<file path="src/rtl/alu_pkg.sv">
// Shared encodings for the ALU control decoder: ALUOp classes, incoming
// R-type funct codes and the internal ALU operation codes.
package alu_pkg;

  typedef enum logic [1:0] {
    ALUOP_MEM   = 2'b00,
    ALUOP_BR    = 2'b01,
    ALUOP_RTYPE = 2'b10,
    ALUOP_RSVD  = 2'b11
  } aluop_e;

  localparam logic [5:0] FN_IN_ADDU = 6'b001011;
  localparam logic [5:0] FN_IN_SUBU = 6'b001101;
  localparam logic [5:0] FN_IN_AND  = 6'b010010;
  localparam logic [5:0] FN_IN_SLL  = 6'b100110;

  localparam logic [5:0] ALU_NOP  = 6'h00;
  localparam logic [5:0] ALU_ADDU = 6'h09;
  localparam logic [5:0] ALU_SUBU = 6'h0A;
  localparam logic [5:0] ALU_AND  = 6'h11;
  localparam logic [5:0] ALU_SLL  = 6'h21;

  // True when an R-type funct field has a translation to an ALU op.
  function automatic logic is_supported_funct(input logic [5:0] fn);
    logic ok;
    case (fn)
      FN_IN_ADDU: ok = 1'b1;
      FN_IN_SUBU: ok = 1'b1;
      FN_IN_AND:  ok = 1'b1;
      FN_IN_SLL:  ok = 1'b1;
      default:    ok = 1'b0;
    endcase
    return ok;
  endfunction

endpackage

</file>
<file path="src/rtl/alu_ctrl_decode.sv">
// Combinational ALUOp/funct decode producing the next ALU op code and the
// unsupported-R-type flag.
module alu_ctrl_decode
  import alu_pkg::*;
(
  input  logic [1:0] ALUOp,
  input  logic [5:0] funct,
  output logic [5:0] funct_next,
  output logic       illegal_next
);

  logic [5:0] rtype_op_s;
  logic       rtype_ok_s;

  // Translate an R-type funct field into the internal ALU op encoding.
  always_comb begin
    rtype_op_s = ALU_NOP;
    case (funct)
      FN_IN_ADDU: rtype_op_s = ALU_ADDU;
      FN_IN_SUBU: rtype_op_s = ALU_SUBU;
      FN_IN_AND:  rtype_op_s = ALU_AND;
      FN_IN_SLL:  rtype_op_s = ALU_SLL;
      default:    rtype_op_s = ALU_NOP;
    endcase
  end

  assign rtype_ok_s = is_supported_funct(funct);

  // Select the ALU op by operation class; only R-type looks at funct.
  always_comb begin
    funct_next   = ALU_NOP;
    illegal_next = 1'b0;
    case (ALUOp)
      ALUOP_MEM: begin
        funct_next   = ALU_NOP;
        illegal_next = 1'b0;
      end
      ALUOP_BR: begin
        funct_next   = ALU_SUBU;
        illegal_next = 1'b0;
      end
      ALUOP_RTYPE: begin
        funct_next   = rtype_op_s;
        illegal_next = ~rtype_ok_s;
      end
      ALUOP_RSVD: begin
        funct_next   = ALU_NOP;
        illegal_next = 1'b0;
      end
      default: begin
        funct_next   = ALU_NOP;
        illegal_next = 1'b0;
      end
    endcase
  end

endmodule

</file>
<file path="src/rtl/alu_control.sv">
// Registered ALU control decoder: decoded op and illegal flag appear one
// clock after the inputs, and clear asynchronously on rst_n.
module alu_control
  import alu_pkg::*;
(
  input  logic       clk,
  input  logic       rst_n,
  input  logic [1:0] ALUOp,
  input  logic [5:0] funct,
  output logic [5:0] Funct,
  output logic       Illegal
);

  logic [5:0] funct_next_s;
  logic       illegal_next_s;
  logic [5:0] funct_r;
  logic       illegal_r;

  alu_ctrl_decode u_decode (
    .ALUOp        (ALUOp),
    .funct        (funct),
    .funct_next   (funct_next_s),
    .illegal_next (illegal_next_s)
  );

  // Output register; reset forces a NOP with no illegal indication.
  always_ff @(posedge clk or negedge rst_n) begin
    if (!rst_n) begin
      funct_r   <= ALU_NOP;
      illegal_r <= 1'b0;
    end else begin
      funct_r   <= funct_next_s;
      illegal_r <= illegal_next_s;
    end
  end

  assign Funct   = funct_r;
  assign Illegal = illegal_r;

endmodule

</file>
<file path="config.mk">
export PLATFORM = sky130hd
export DESIGN_NAME = alu_control
export DESIGN_NICKNAME = d
export VERILOG_FILES = /design/src/rtl/alu_pkg.sv /design/src/rtl/alu_ctrl_decode.sv /design/src/rtl/alu_control.sv
export SDC_FILE = /design/constraint.sdc
export NUM_CORES = 1
export LEC_CHECK = 0
export CORE_AREA = 2 2 39 41
export CTS_CLUSTER_DIAMETER = 120
export CTS_CLUSTER_SIZE = 14
export DETAILED_ROUTE_END_ITERATION = 8
export DIE_AREA = 0 0 41 43
export PLACE_DENSITY_LB_ADDON = 0.15
export SYNTH_ARGS = -nofsm -noshare
export SYNTH_HDL_FRONTEND = slang
export SYNTH_SLANG_ARGS = --single-unit
</file>
<file path="constraint.sdc">
create_clock -name clk -period 1.1 [get_ports clk]
set_clock_uncertainty 0.2 [all_clocks]
set_input_delay 0.22 -clock clk [delete_from_list [all_inputs] [get_ports clk]]
set_output_delay 0.22 -clock clk [all_outputs]
set_load 0.05 [all_outputs]
</file>
# After elaboration in Yosys (flattened, before gate mapping)
# Index checks and enable logic that the tools add are counted.
[op_classes]
bitwise_logic = 1
eq_ne = 7
mux = 4
reduce_logical = 4
[op_table]
columns = ["cell", "count"]
rows = [
  ["6-bit one-hot mux with 4 select lines", 1],
  ["6-bit one-hot mux with 3 select lines", 1],
  ["6-bit by 4-bit == test with 1-bit output (second input constant)", 2],
  ["6-bit by 5-bit == test with 1-bit output (second input constant)", 1],
  ["6-bit == test (second input constant)", 1],
  ["2-bit == test (second input constant)", 2],
  ["4-bit OR reduction", 1],
  ["3-bit OR reduction", 1],
  ["2-bit by 1-bit == test with 1-bit output (second input constant)", 1],
  ["2-bit zero test", 1],
  ["1-bit one-hot mux with 2 select lines", 1],
  ["2-bit OR reduction", 1],
  ["1-bit 2-to-1 mux", 1],
  ["1-bit inverter", 1],
]
[word_totals]
input_bits = 10
reg_bits = 7

# Logic depth before layout (Yosys ltp)
[depth]
depth_word = 5
mapped_depth = 5
depth_no_buf = 5

# Cells and area by module
# From an unflattened synthesis, not the netlist that was laid out.
[hier_totals]
cells_unflattened = 31
area_unflattened_um2 = 345.3
[modules_own_cells]
columns = ["mod", "cells_per_inst", "seq_area_each_um2", "area_each_um2", "n_inst"]
rows = [
  ["alu_control", 7, 175.2, 175.2, 1],
  ["alu_ctrl_decode", 24, 0.0, 170.2, 1],
]

# Worst setup path before layout
# OpenSTA, ideal clock, no wires.
[synth_timing]
kind = "in2reg"
startpoint = "input port funct[5]"
endpoint = "register illegal_r (netlist: Illegal)"
slack_ns = -0.214
required_time_ns = 0.779
stages = 3
arrival_time_ns = 0.993
n_path_buf = 0
path_cell_list = "nand4bb_1 > or3b_1 > and4b_1"
[synth_via]
elab_chain_len = 5
[synth_rtl]
columns = ["element", "line", "source"]
rows = [
  ["start: declaration", "alu_control.sv:9", "input logic [5:0] funct,"],
  ["6-bit by 4-bit == test with 1-bit output (tied with other cells)", "alu_pkg.sv:26", "case (fn)"],
  ["4-bit OR reduction (no line) *", "--", ""],
  ["1-bit 2-to-1 mux *", "alu_pkg.sv:26", ""],
  ["1-bit inverter *", "alu_ctrl_decode.sv:44", "illegal_next = ~rtype_ok_s;"],
  ["1-bit one-hot mux with 2 select lines *", "alu_ctrl_decode.sv:33", "case (ALUOp)"],
  ["via illegal_next_s", "alu_control.sv:15", "logic illegal_next_s;"],
  ["end signal: assignment", "alu_control.sv:33", "illegal_r <= illegal_next_s;"],
  ["end: declaration", "alu_control.sv:17", "logic illegal_r;"],
]
# Mark *: on every way through the listed nets, which the timed path passes. The rest lies on a longest branch.

# Worst setup path after layout
[layout_timing]
startpoint = "register funct_r[4] (netlist: Funct[4])"
endpoint = "output port Funct[4]"
[layout_rtl]
columns = ["element", "line", "source"]
rows = [
  ["start: declaration", "alu_control.sv:16", "logic [5:0] funct_r;"],
  ["start signal: assignment", "alu_control.sv:32", "funct_r <= funct_next_s;"],
  ["end: declaration", "alu_control.sv:10", "output logic [5:0] Funct,"],
]
# No word-level cell between the ends.

==> metrics.cfg <==
[setup_path]
crit_chain = buf_12
critPathLaunch = Funct[4]
timing.critical_path.buf_inv = 1
worstPathArrival_ns = 0.79
cp_slowest_cell = dfrtp_1
worstSetupStartpointType = flip-flop
crit_family = flip-flops
crit_fanout = 1
worstSetupPathDepth = 1
critical-path-max-stage-delay_ns = 0.39
crit_end = Funct[4]
crit_type = flip-flop to output port
worstSetupEndpointType = output port
required_ns = 0.68

[pwr]
power.density_nw_per_um2 = 922.7
peakVddDrop_mv = 0.2718
leakagePower_uw = 0.0003188
finalPower_uw = 638.4

[cts]
numCtsBuffers = 3
path_clk_slew_ns = 0.04
clock_path_buffers = 2
ctsRootBufferMaster = clkbuf_4
cts_tree = built
clock-sinks = 6
cts_hold_buf = 0
htreeDepth = 1

[detailed_routing]
dr.pass1.iters = 1
wl_per_cell_um = 11.71
vias = 307
final_antenna_net_count = 0
drt_drc_violations_left = 0
routed_via_density = 4.386
drt_wl_total_um = 820
drtIter0Drc = 0

[sta]
min_period_ns = 1.211
setup_ws_ns = -0.1108
rsz0062_at_grt = true
slew_viol_final = 0
setup-violations-final = 7
finalHoldViolations = 0
finalCritPeriodShare_pct = 110.1
fmax_ghz = 0.8259

[logic_synthesis]
synth-seq-area-share_pct = 46.69
synth_cell_type_count = 19
synth-edff-count = 0
synth_area_um2 = 321.6
synth_most_common_cell = dfrtp_1
synth_area_leaders = dfrtp_1 (47%), ha_1 (7.8%), nor3b_1 (7.0%), nand2b_1 (3.9%), nor2b_1 (3.9%)
synth_seq_cells = 6
syn_nets = 42
synth_commonest_cells = dfrtp_1 (6), nor3b_1 (3)
synth_top_area_share_pct = 46.69
synth.avg_cell_area_um2 = 10.72
synth_top_area_cell = dfrtp_1
netlist_instances = 30
synth_ff_type = dfrtp_1
synthArstFlopShare_pct = 100.0
yosysWarnings = 0

[floorplanning]
start_util_pct = 23.24
die_w_um = 41
die_h_um = 43
die_area_um2 = 1763
fp-row-count = 14
ios = 17
core_area_um2 = 1384

[outcome]
outcome = complete, but fails checks
violations = setup timing

[run]
max_cap_viol_count = 0

[cells_and_area]
drive_gt1_share_pct = 64.81
finalInstanceArea_um2 = 691.9
finalNetCount = 68
areaGrowthSynthToFinish_pct = 115.2
insertedDiodeCount = 0
utilization_pct = 50.00
finalNonFillerCells = 70

[global_routing]
grt_pass1_vias = 309
grt_pass1_wl_um = 1173
grt_usage_pct = 10.51
grt_max_degree = 7
overflow = 0
antenna_found_initial = 0

[placed_design]
portBuffers = 15
place_area_um2 = 581.8
place_congestion = 0.7481
pre_cts_ws_ns = -0.7121
placed_cells = 65

[hold_path]
hold_class = input pin to asynchronous set/reset pin

==> layout by cell type (no fill, tap or decap), types with 2 or more instances in the layout <==
cell	Yosys	final
dfrtp_1	6	6
buf_12	0	6
buf_4	1	6
clkbuf_4	0	3
nand2b_4	0	2
nor3b_2	0	2
buf_2	0	2
dlygate4sd2_1	0	2
buf_6	0	2
==> routing by layer <==
layer | wire (um) | track usage, %
met4 | 15 | 11.33
met5 | 0 | 0
met1 | 240 | 8.197
met2 | 498 | 17.50
met3 | 66 | 3.141
==> worst min path at each step <==
stage	endpoint	slack, ns	startpoint	cells after the start
after floorplan	Funct[0]	-0.28	rst_n	0
after global placement	Funct[0]	0.27	rst_n	1
after detailed placement	Funct[5]	0.27	rst_n	1
after CTS	Funct[4]	0.006	rst_n	1
after global routing	Illegal	0.02	rst_n	1
final	Funct[4]	0.008	rst_n	1
==> what timing repair did <==
item,CTS,global route
setup endpoints to repair,12,11
pin swaps,4,5
resized for setup,33,11
buffers inserted,1,1
endpoints found under the hold margin,0,0
==> layout make-up <==
type / count / area [um2]
multi-input cells: 21 / 236.5
well taps: 16 / 20.02
flip-flops and latches: 6 / 150.1
clock buffers: 3 / 22.52
repair buffers: 22 / 255.2
inverters: 2 / 7.507
fillers: 113 / 691.9
==> per-stage QoR <==
| stage | hold WS [ns] | setup TNS, ns |
|---|---|---|
| after floorplan | -0.2756 | -0.2892 |
| after global placement | 0.2671 | -3.218 |
| after detailed placement | 0.2659 | -3.499 |
| after CTS | 0.005774 | -0.7790 |
| after global routing | 0.02140 | -0.9534 |
| final | 0.008245 | -0.7296 |
==> where the power goes <==
group | switching (uW) | internal, uW
clock | 75.0 | 123
sequential | 8.23 | 232
combinational | 93.9 | 106
==> cell families after synthesis <==
| group | Yosys count | share of synthesized area [%] |
|---|---|---|
| AOI/OAI and AO/OA | 4 | 7.392 |
| xor gates and xnor gates | 1 | 2.724 |
| adders and majority gates | 2 | 7.781 |
| buffers and inverters | 3 | 4.671 |
| DFF | 6 | 46.69 |
| other | 1 | 1.166 |
| and+or+nand+nor | 13 | 29.57 |
==> state kept, by name, summed over array words and instances (netlist names) <==
register / flops
Illegal: 1
Funct: 5
No activity file was read; power rests on OpenSTA's default activity.
==> RTL edit: new RTL, same settings <==
Put one more register stage on the output `Funct`, with the module's reset. The value now appears one clock later. The other outputs are not delayed to match.
--- a/src/rtl/alu_control.sv
+++ b/src/rtl/alu_control.sv
@@ -36,3 +36,9 @@
 
-  assign Funct   = funct_r;
+  always_ff @(posedge clk or negedge rst_n) begin
+    if (!rst_n) begin
+      Funct <= '0;
+    end else begin
+      Funct <= funct_r;
+    end
+  end
   assign Illegal = illegal_r;
Behaviour: not the same (a bounded check fails within 4 cycles, from zero or initial values and one cycle with rst_n low).
==> RTL edit against the original RTL <==
  * The flow still finishes with violations (negative setup slack)
  * Highest routed layer is now met3
  * Cell area grew 16%
  * Sequential share of layout area increased by 13 points
  * Worst setup slack got worse by 6.6 ps
  * Via count grew 11%
  * Routed wire length fell by 4.3%
  * Area after synthesis increased by 39%
  * Power increased by 37%
  * Maximum frequency shrank 0.54%
  * Critical endpoint is now Funct[1]
  * Largest cell class is now registers
  * Sequential cell count rose by 5
  * Synthesized cell count grew 17%
  * Clock power up 23%
  * Worst hold slack better by 47 ps
==> RTL edit: results (changes against the original RTL) <==
outcome:
  status: "complete, but fails checks"  # unchanged
  violations: "negative setup slack"  # unchanged
final_layout:
  fin_nets: 74  # was 68
  drive_gt1_share_pct: 49.2  # was 64.8%
  diodes: 0  # unchanged
placement:
  post_dp_cell_area_um2: 714  # was 582 um^2
  post-place-ws_ps: -701  # was -712 ps
  place.gp.congestion: 0.707  # was 0.748
  port_buffers: 15  # unchanged
routing:
  m1WireLength_um: 261  # was 240 um
  maxUsedRoutingLayer: "met3"  # was met4
  drt-initial-drc-count: 0  # unchanged
  dr_wl_met2_um: 467  # was 498 um
  wl_per_cell_um: 10.2  # was 11.7 um
  via_per_inst: 4.44  # was 4.39
  dr_wl_met3_um: 55  # was 66 um
  drtPass1Iterations: 1  # unchanged
yosys:
  yosysSeqAreaShare_pct: 61.6  # was 46.7%
  syn_nets: 47  # was 42
  yosysWarnings: 0  # unchanged
  ys_types: 19  # unchanged
  ys_top_cells_by_area: "dfrtp_1 (62%), ha_1 (5.6%), nor3b_1 (5.0%), nand2b_1 (2.8%), nor2b_1 (2.8%)"  # was dfrtp_1 (47%), ha_1 (7.8%), nor3b_1 (7.0%), nand2b_1 (3.9%), nor2b_1 (3.9%)
  ys_top_cells_by_count: "dfrtp_1 (11), nor3b_1 (3)"  # was dfrtp_1 (6), nor3b_1 (3)
  async_flop_share_pct: 100  # unchanged
cts:
  numCtsBuffers: 3  # unchanged
  cts_max_path_buffers: 2  # unchanged
  h-tree-depth: 1  # unchanged
  clkLatencyLatePin_ps: 250
  clk_pin_slew_worst_paths_ps: 60  # was 40 ps
  cts-root-buf: "clkbuf_4"  # unchanged
power_and_ir_drop:
  ir_drop_v: 0.000404  # was 0.000272 V
  p_leak_nw: 0.385  # was 0.319 nW
grt:
  antenna_found_initial: 0  # unchanged
  grt_max_degree: 12  # was 7
  met2_usage_pct: 20.6  # was 17.5%
  grt_first_pass_wirelength_um: 1320  # was 1170 um
  grt_use_met1_pct: 9.59  # was 8.20%
  grtUsageTotal_pct: 11.5  # was 10.5%
  grt_pass1_vias: 371  # was 309
  use_met3_pct: 3.14  # unchanged
worst_setup_path:
  cpMaxStageDelayCell: "dfrtp_1"  # unchanged
  critical_path_arrival_ps: 800
  path_max_fanout: 1  # unchanged
  r2r-start: "funct_r[3]"
  critPathTopFamily: "flip-flops"  # unchanged
  max_stage_delay_ps: 390  # about the same
  crit_start: "Funct[1]"  # was Funct[4]
timing:
  maxSlewViolCount: 0  # unchanged
  finalSetupViolCount: 7  # unchanged
  final.setup.worst_slack_ps: -117  # was -111 ps
min_path:
  hp-class: "in -> async"  # unchanged
-- RTL edit: cell count changes after synthesis, sizes merged --
cell / change
dfrtp: +5
-- RTL edit: kinds of logic after synthesis --
family / count (synthesis) / synth area share (%)
and+or+nand+nor: 13 / 21.3
adders and majority gates: 2 / 5.60
other: 1 / 0.840
xor gates and xnor gates: 1 / 1.96
DFF: 11 / 61.6
AOI/OAI and AO/OA: 4 / 5.32
buffers and inverters: 3 / 3.36
-- RTL edit: what timing repair did --
action                                  in CTS  in global routing
buffers inserted                             2                  0
pin swaps                                    4                  3
resized for setup                           28                  6
endpoints found under the setup margin      12                  9
-- RTL edit: layout make-up --
type	count	area, um^2
fillers	117	583
clock buffers	4	26.3
multi-input cells	21	216
repair buffers	23	255
flip-flops and latches	11	275
inverters	2	7.51
well taps	16	20.0
-- RTL edit: path summary, 6_finish.rpt --
| check | to | slack (ps) | depth (start not counted) |
|---|---|---|---|
| worst min-delay path | funct_r[1] | 60 | 2 |
| max in group asynchronous | Funct[4] | 500 | 2 |
| worst max-delay path | Funct[1] | -120 | 1 |
| min in group clk | funct_r[4] | 130 | 4 |
| worst min register to register | Funct[1] | 150 | 0 |
| worst max register to register | Funct[3] | 430 | 0 |
-- RTL edit: through the flow --
| stage | instances | TNS, ps |
|---|---|---|
| final | 77 | -747 |
| after global routing | 77 | -960 |
| after CTS | 77 | -831 |
| after detailed placement | 71 | -3420 |
| after global placement | 71 | -3110 |
| after floorplan | 35 | -289 |
-- RTL edit: where the power goes --
group          switching, mW  internal (mW)
Clock                  0.104          0.139
Combinational         0.0949          0.106
Sequential           0.00993          0.423
